[src/rtl/dsram_bridge_pkg.sv]
// Shared types and constants for the data-SRAM to request/response bus bridge.
package dsram_bridge_pkg;

  localparam int unsigned STRB_W = 4;
  localparam logic [31:0] ERR_RDATA = 32'hDEAD_BEEF;

  typedef enum logic [1:0] {
    IDLE = 2'd0,
    REQ  = 2'd1,
    RSP  = 2'd2,
    DONE = 2'd3
  } bridge_state_e;

endpackage

[src/rtl/dsram_bridge_wdog.sv]
// Response watchdog: a saturating down-counter that is reloaded by clr, steps down
// while en is high, and flags expired once LIMIT enabled cycles have elapsed since the clear.
module dsram_bridge_wdog #(
  parameter int unsigned LIMIT = 255
) (
  input  logic clk,
  input  logic reset,
  input  logic clr,
  input  logic en,
  output logic expired
);

  localparam int unsigned CW = (LIMIT > 1) ? $clog2(LIMIT) : 1;
  // Loading LIMIT-1 makes the terminal count land on the LIMIT-th enabled cycle.
  localparam logic [CW-1:0] LOAD = (LIMIT > 0) ? CW'(LIMIT - 1) : '0;

  logic [CW-1:0] cnt;

  always_ff @(posedge clk or posedge reset) begin
    if (reset) begin
      cnt <= LOAD;
    end else if (clr) begin
      cnt <= LOAD;
    end else if (en && (cnt != '0)) begin
      cnt <= cnt - 1'b1;
    end
  end

  assign expired = (cnt == '0);

endmodule

[src/rtl/dsram_req_bridge.sv]
// Bridges the core's single-cycle data SRAM port onto a valid/ready request/response bus.
// Define DSRAM_WDOG_EN to enable the response watchdog (TIMEOUT cycles in RSP).
//
// state | meaning
// IDLE  | no access in flight; cpu_en latches the request (stall asserted combinationally)
// REQ   | bus_req_valid high with latched fields, waiting for bus_req_ready
// RSP   | request accepted, waiting for bus_rsp_valid (or watchdog expiry)
// DONE  | stall released, pipeline advances; the still-held cpu_en is ignored
module dsram_req_bridge
  import dsram_bridge_pkg::*;
#(
  parameter int unsigned ADDR_W  = 32,
  parameter int unsigned DATA_W  = 32,
  parameter int unsigned TIMEOUT = 255
) (
  input  logic              clk,
  input  logic              reset,
  input  logic              cpu_en,
  input  logic [STRB_W-1:0] cpu_we,
  input  logic [ADDR_W-1:0] cpu_addr,
  input  logic [DATA_W-1:0] cpu_wdata,
  output logic [DATA_W-1:0] cpu_rdata,
  output logic              cpu_stall,
  output logic              bus_req_valid,
  input  logic              bus_req_ready,
  output logic [STRB_W-1:0] bus_req_we,
  output logic [ADDR_W-1:0] bus_req_addr,
  output logic [DATA_W-1:0] bus_req_wdata,
  input  logic              bus_rsp_valid,
  input  logic [DATA_W-1:0] bus_rsp_rdata,
  input  logic              bus_rsp_err,
  output logic              err_pulse
);

  bridge_state_e state;
  logic          is_read;
  logic          rsp_timeout;

  assign is_read = (bus_req_we == '0);

`ifdef DSRAM_WDOG_EN
  logic wdog_clr;
  logic wdog_en;
  logic wdog_expired;

  assign wdog_clr = (state == REQ) && bus_req_ready;
  assign wdog_en  = (state == RSP);

  dsram_bridge_wdog #(
    .LIMIT (TIMEOUT)
  ) u_wdog (
    .clk     (clk),
    .reset   (reset),
    .clr     (wdog_clr),
    .en      (wdog_en),
    .expired (wdog_expired)
  );

  // A response arriving in the expiry cycle still wins over the timeout.
  assign rsp_timeout = (state == RSP) && !bus_rsp_valid && wdog_expired;
`else
  logic unused_timeout;
  assign unused_timeout = (TIMEOUT != 0);
  assign rsp_timeout    = 1'b0;
`endif

  always_ff @(posedge clk or posedge reset) begin
    if (reset) begin
      state         <= IDLE;
      bus_req_valid <= 1'b0;
      bus_req_we    <= '0;
      bus_req_addr  <= '0;
      bus_req_wdata <= '0;
      cpu_rdata     <= '0;
      err_pulse     <= 1'b0;
    end else begin
      err_pulse <= 1'b0;
      case (state)
        IDLE: begin
          if (cpu_en) begin
            bus_req_we    <= cpu_we;
            bus_req_addr  <= cpu_addr;
            bus_req_wdata <= cpu_wdata;
            bus_req_valid <= 1'b1;
            state         <= REQ;
          end
        end
        REQ: begin
          if (bus_req_ready) begin
            bus_req_valid <= 1'b0;
            state         <= RSP;
          end
        end
        RSP: begin
          if (bus_rsp_valid) begin
            err_pulse <= bus_rsp_err;
            if (is_read) begin
              cpu_rdata <= bus_rsp_err ? ERR_RDATA : bus_rsp_rdata;
            end
            state <= DONE;
          end else if (rsp_timeout) begin
            err_pulse <= 1'b1;
            if (is_read) begin
              cpu_rdata <= ERR_RDATA;
            end
            state <= DONE;
          end
        end
        DONE: begin
          state <= IDLE;
        end
        default: begin
          state <= IDLE;
        end
      endcase
    end
  end

  // The IDLE term holds the pipeline in the very cycle the access is presented.
  assign cpu_stall = ((state == IDLE) && cpu_en) || (state == REQ) || (state == RSP);

endmodule

[config.mk]
export PLATFORM = sky130hd
export DESIGN_NAME = dsram_req_bridge
export DESIGN_NICKNAME = d
export VERILOG_FILES = /design/src/rtl/dsram_bridge_pkg.sv /design/src/rtl/dsram_bridge_wdog.sv /design/src/rtl/dsram_req_bridge.sv
export SDC_FILE = /design/constraint.sdc
export NUM_CORES = 1
export LEC_CHECK = 0
export BUFFER_PORTS_ARGS = -buffer_cell sky130_fd_sc_hd__buf_4
export CAP_MARGIN = 10
export CORE_MARGIN = 4
export CORE_UTILIZATION = 46
export CTS_CLUSTER_SIZE = 30
export DETAILED_ROUTE_END_ITERATION = 12
export PLACE_DENSITY = 0.91
export SYNTH_ARGS = -nofsm -noshare
export SYNTH_HDL_FRONTEND = slang
export SYNTH_HIERARCHICAL = 1
export SYNTH_SLANG_ARGS = --single-unit
[constraint.sdc]
create_clock -name clk -period 3.3 [get_ports clk]
set_input_delay 0.33 -clock clk [delete_from_list [all_inputs] [get_ports clk]]
set_output_delay 0.33 -clock clk [all_outputs]
set_load 0.01 [all_outputs]
== Word level (Yosys, flattened, before mapping) ==
Index checks and enable logic that the tools add are counted.
Cells by class
  equal/unequal tests: 6
  multiplexer cells: 10
  reductions and logical operators: 10
Operators with widths (count)
  two-way mux 32 bit: 1
  AND reduction 3 bit: 3
  one-hot mux 2 bit (4 select lines): 1
  two-way mux 2 bit: 3
  != test 2 bit (second input constant): 3
  equality test 2 bit (second input constant): 2
  zero test 4 bit: 1
  two-way mux 1 bit: 4
  equality test 2 x 1 -> 1 bit (second input constant): 1
  zero test 2 bit: 1
  logical OR 1 bit: 2
  one-hot mux 1 bit (2 select lines): 1
  AND reduction 2 bit: 1
  nonzero test 2 bit: 1
  logical AND 1 bit: 1
Storage, ports and cells
  logic and storage cells: 33
  input bits: 106
  register bits: 104
  output and inout port bits: 103

== Depth between registers and ports, before layout ==
  depth in word-level cells: 4
  gate-level depth with buffers: 6
  depth with buffers taken out: 4

== Least setup slack after synthesis ==
OpenSTA, ideal clock, no wires.
  kind: register -> register
  from: reg state[0]
  to: reg bus_req_wdata[20]
  setup slack: 1.637 ns
  path buffers: 2
  stages on the path, launching flop included: 7
  data required time: 3.175 ns
  period minus slack after synthesis: 1.663 ns
  arrival: 1.539 ns
  cell sequence: dfrtp_1 -> inv_1 -> ha_1 -> nand2_1 -> buf_2 -> buf_2 -> mux2_2
On the way
  longest elaborated chain between the ends: 2
Ends and longest elaborated chain
  start: declaration: line dsram_req_bridge.sv:35  | bridge_state_e state;
  start signal: assignment: line dsram_req_bridge.sv:69  | state <= IDLE;
  start signal: assignment: line dsram_req_bridge.sv:85  | state <= REQ;
  start signal: assignment: line dsram_req_bridge.sv:91  | state <= RSP;
  zero test 2 bit: line dsram_req_bridge.sv:78  | case (state)
  AND reduction 2 bit (no line)
  end signal: assignment: line dsram_req_bridge.sv:83  | bus_req_wdata <= cpu_wdata;
  end: declaration: line dsram_req_bridge.sv:28  | output logic [DATA_W-1:0] bus_req_wdata,
No other way between the ends.
A chain may end at the register's enable or synchronous reset.

== Worst setup path in the final report ==
  from: reg state[0]
  to: out cpu_stall
On the way
  longest elaborated chain between the ends: 4
  elaborated cells on any way between the ends: 6
  those cells by class: eq/ne (2); reduce/logical (4)
Ends and longest elaborated chain
  zero test 2 bit: line dsram_req_bridge.sv:120  | assign cpu_stall = ((state == IDLE) && cpu_en) || (state == REQ) || (state == RSP);
  logical AND 1 bit: line dsram_req_bridge.sv:120
  logical OR 1 bit: line dsram_req_bridge.sv:120
  logical OR 1 bit *: line dsram_req_bridge.sv:120
  end: declaration: line dsram_req_bridge.sv:23  | output logic cpu_stall,
Mark *: on every way between the ends. The rest lies on a longest branch, timed or not.

==> impl_metrics.py <==
metrics = {
    "clock_tree": {
        "root_buffer": "clkbuf_8",
        "cts_resized": 0,
        "cts_tree": "done",
        "holdBufCountCts": 0,
        "clk_pin_slew_ps": 110,
        "cts_setup_buffers": 0,
        "cts_buffers": 9,
        "clock-sinks": 104,
        "h-tree-depth": 3,
        "clockBufferDepth": 2,
        "clk_latency_ps": 350,
    },
    "timing": {
        "rsz0062_at_grt": "false",
        "slew_headroom_pct": 57.0,
        "post-route-period-util_pct": 63.5,
        "period_minus_slack_ps": 2100,
        "setup_tns_ps": 0,
        "drv_slew": 0,
        "fmax_mhz": 477,
        "holdWs_ps": 59.6,
        "setup_viol": 0,
        "worstMarginPinSlew_ps": 646,
        "fin_skew_ps": 12.9,
        "finalHoldViolCount": 0,
    },
    "global_route": {
        "grt.busiest_layer": "met2",
        "grt-ovfl-total": 0,
        "grt.met1_usage_pct": 21.1,
        "grt_antenna_before_repair": 0,
        "grt_pass1_vias": 3257,
        "grt_use_total_pct": 18.6,
        "grt_use_met2_pct": 32.6,
        "grt_start_max_net_pins": 55,
        "grt_pass1_wl_um": 15300,
        "grt_use_met3_pct": 6.04,
    },
    "synthesis": {
        "avgSynthCellArea_um2": 14.0,
        "netlist_instances": 298,
        "ys_ff_latch": 104,
        "synth_fp_nets": 408,
        "synth.distinct_cells": 22,
        "ys_seq_area_share_pct": 62.3,
        "syn_area_mm2": 0.00418,
        "ys_warn_count": 6,
    },
    "run": {
        "drv_cap": 0,
    },
    "placement": {
        "gp_congestion": 0.771,
        "place_hpwl_um": 7740,
        "numPortBuffers": 208,
        "placed_area_mm2": 0.00585,
    },
    "floorplanning": {
        "dieArea_mm2": 0.0107,
        "chipHeight_um": 103,
        "die_w_um": 103,
        "rows": 34,
        "ios": 209,
        "initial_core_util_pct": 47.6,
        "core_area_mm2": 0.00876,
    },
    "routing": {
        "dr.pass1.iters": 4,
        "wl_per_cell_um": 16.2,
        "drtIter0Drc": 48,
        "vias": 3052,
        "vias_per_cell": 4.91,
        "antenna_left": 0,
        "drt_wl_total_um": 10000,
        "route.detailed.drc": 0,
    },
    "worst_setup_path": {
        "worstSetupPathType": "register to primary output",
        "path_max_fanout": 33,
        "r2r_setup_slack_ps": 1570,
        "arrival_ps": 1770,
        "r2r-end": "cpu_rdata[24]$_DFFE_PP0P_",
        "rr_startpoint": "state[0]$_DFFE_PP0P_",
        "rr_worst_depth": 5,
        "cp.required_ps": 2970,
        "cp-end-kind": "primary output",
        "worstSetupStartpointType": "register",
    },
    "final_layout": {
        "design_area_mm2": 0.00603,
        "layout-drive-gt1-share_pct": 58.9,
        "layout-area-overhead-vs-synth_pct": 44.5,
        "antenna_cells": 0,
        "fillers": 642,
        "regArea_mm2": 0.00260,
        "multi_input_area_mm2": 0.00139,
        "nNetsFinal": 618,
    },
    "pwr": {
        "p_leak_nw": 3.25,
        "cellPowerDensity_mw_per_mm2": 899,
        "vdd_drop_max_uv": 458,
        "finalPower_w": 0.00542,
    },
    "status": {
        "status": "completed",
    },
    "worst_hold_path": {
        "hold_path_class": "input port to asynchronous set/reset pin",
    },
}
[layout by cell type (no fill, tap or decap), drive strengths merged, types with 3 or more instances in the layout]
| cell | instances |
|---|---|
| buf | 212 |
| clkbuf | 11 |
| clkinv | 3 |
| dfrtp | 104 |
| ha | 4 |
| inv | 32 |
| mux2 | 77 |
| mux2i | 24 |
| nand2 | 3 |
| nor2 | 26 |
| nor2b | 8 |
[cells by family (layout without fill, tap and decap cells)]
logic type / count (synthesis) / in the layout / share of synthesized area [%]
flip-flops: 104 / 104 / 62.3
multiplexers: 101 / 101 / 26.5
buffers and inverters: 43 / 258 / 4.35
AND/OR/NAND/NOR: 41 / 41 / 4.64
AO/OA/AOI/OAI: 5 / 5 / 0.959
adder cells (fa/ha/maj): 4 / 4 / 1.20
[sequential cells by signal (all words and copies together) (netlist names)]
signal	flops
bus_req_addr	32
bus_req_valid	1
bus_req_wdata	32
bus_req_we	4
cpu_rdata	32
err_pulse	1
state	2
[Yosys cell counts, drive strengths merged]
library cell / n / share of area [%]
a22o: 1 / 0.21
a222oi: 1 / 0.24
a22oi: 1 / 0.18
mux2i: 24 / 5.8
mux2: 77 / 21
a2bb2oi: 1 / 0.21
and3: 1 / 0.15
ha: 4 / 1.2
nand3: 1 / 0.24
dfrtp: 104 / 62
o21ai: 1 / 0.12
clkbuf: 1 / 0.090
nor2b: 8 / 1.2
nor2: 26 / 2.3
nand2b: 1 / 0.15
buf: 12 / 1.6
inv: 30 / 2.7
nand2: 3 / 0.27
nor4: 1 / 0.30
[per-stage QoR]
step	worst slack (ps)	cells	util, %
floorplan	238	298	-
detailed placement	1570	605	66.8
global route	1040	621	68.8
global placement	1590	605	66.8
CTS	1160	621	68.8
finish	1200	621	68.8
[per-layer routing]
| layer | vias up | wire length, um |
|---|---|---|
| met5 | - | 0 |
| li1 | 1407 | - |
| met1 | 1495 | 3660 |
| met4 | 0 | 197 |
| met2 | 133 | 5220 |
| met3 | 17 | 965 |
[layout make-up]
class / instances / area share [%]
Timing Repair Buffer: 212 / 26.6
Multi-Input combinational cell: 151 / 23.1
Clock buffer: 11 / 2.34
Sequential cell: 104 / 43.1
Tap cell: 108 / 2.24
Clock inverter: 5 / 0.664
Inverter: 30 / 1.91
[where the power goes]
| group | internal (W) | switching (W) | total [W] |
|---|---|---|---|
| Combinational | 0.00142 | 0.00100 | 0.00242 |
| Sequential | 0.00191 | 0.000358 | 0.00227 |
| Clock | 0.000303 | 0.000431 | 0.000735 |
| Total | 0.00363 | 0.00179 | 0.00542 |
[worst max-delay path by stage]
stage / from / end / slack, ps / depth (start not counted)
final: state[0]$_DFFE_PP0P_ / cpu_stall / 1200 / 6
after global routing: state[0]$_DFFE_PP0P_ / cpu_stall / 1040 / 6
after CTS: state[0]$_DFFE_PP0P_ / cpu_stall / 1160 / 6
after detailed placement: state[0]$_DFFE_PP0P_ / cpu_stall / 1570 / 6
after global placement: state[0]$_DFFE_PP0P_ / cpu_stall / 1590 / 6
after floorplan: reset / bus_req_addr[0]$_DFFE_PP0P_ / 240 / 1
[critical path, cell delays in order (launching register included)]
cell,delay (ps)
dfrtp_1,380
inv_1,80
ha_1,250
nand2_2,80
buf_4,370
nand2_1,90
buf_4,160
(Power assumes the default switching activity.)
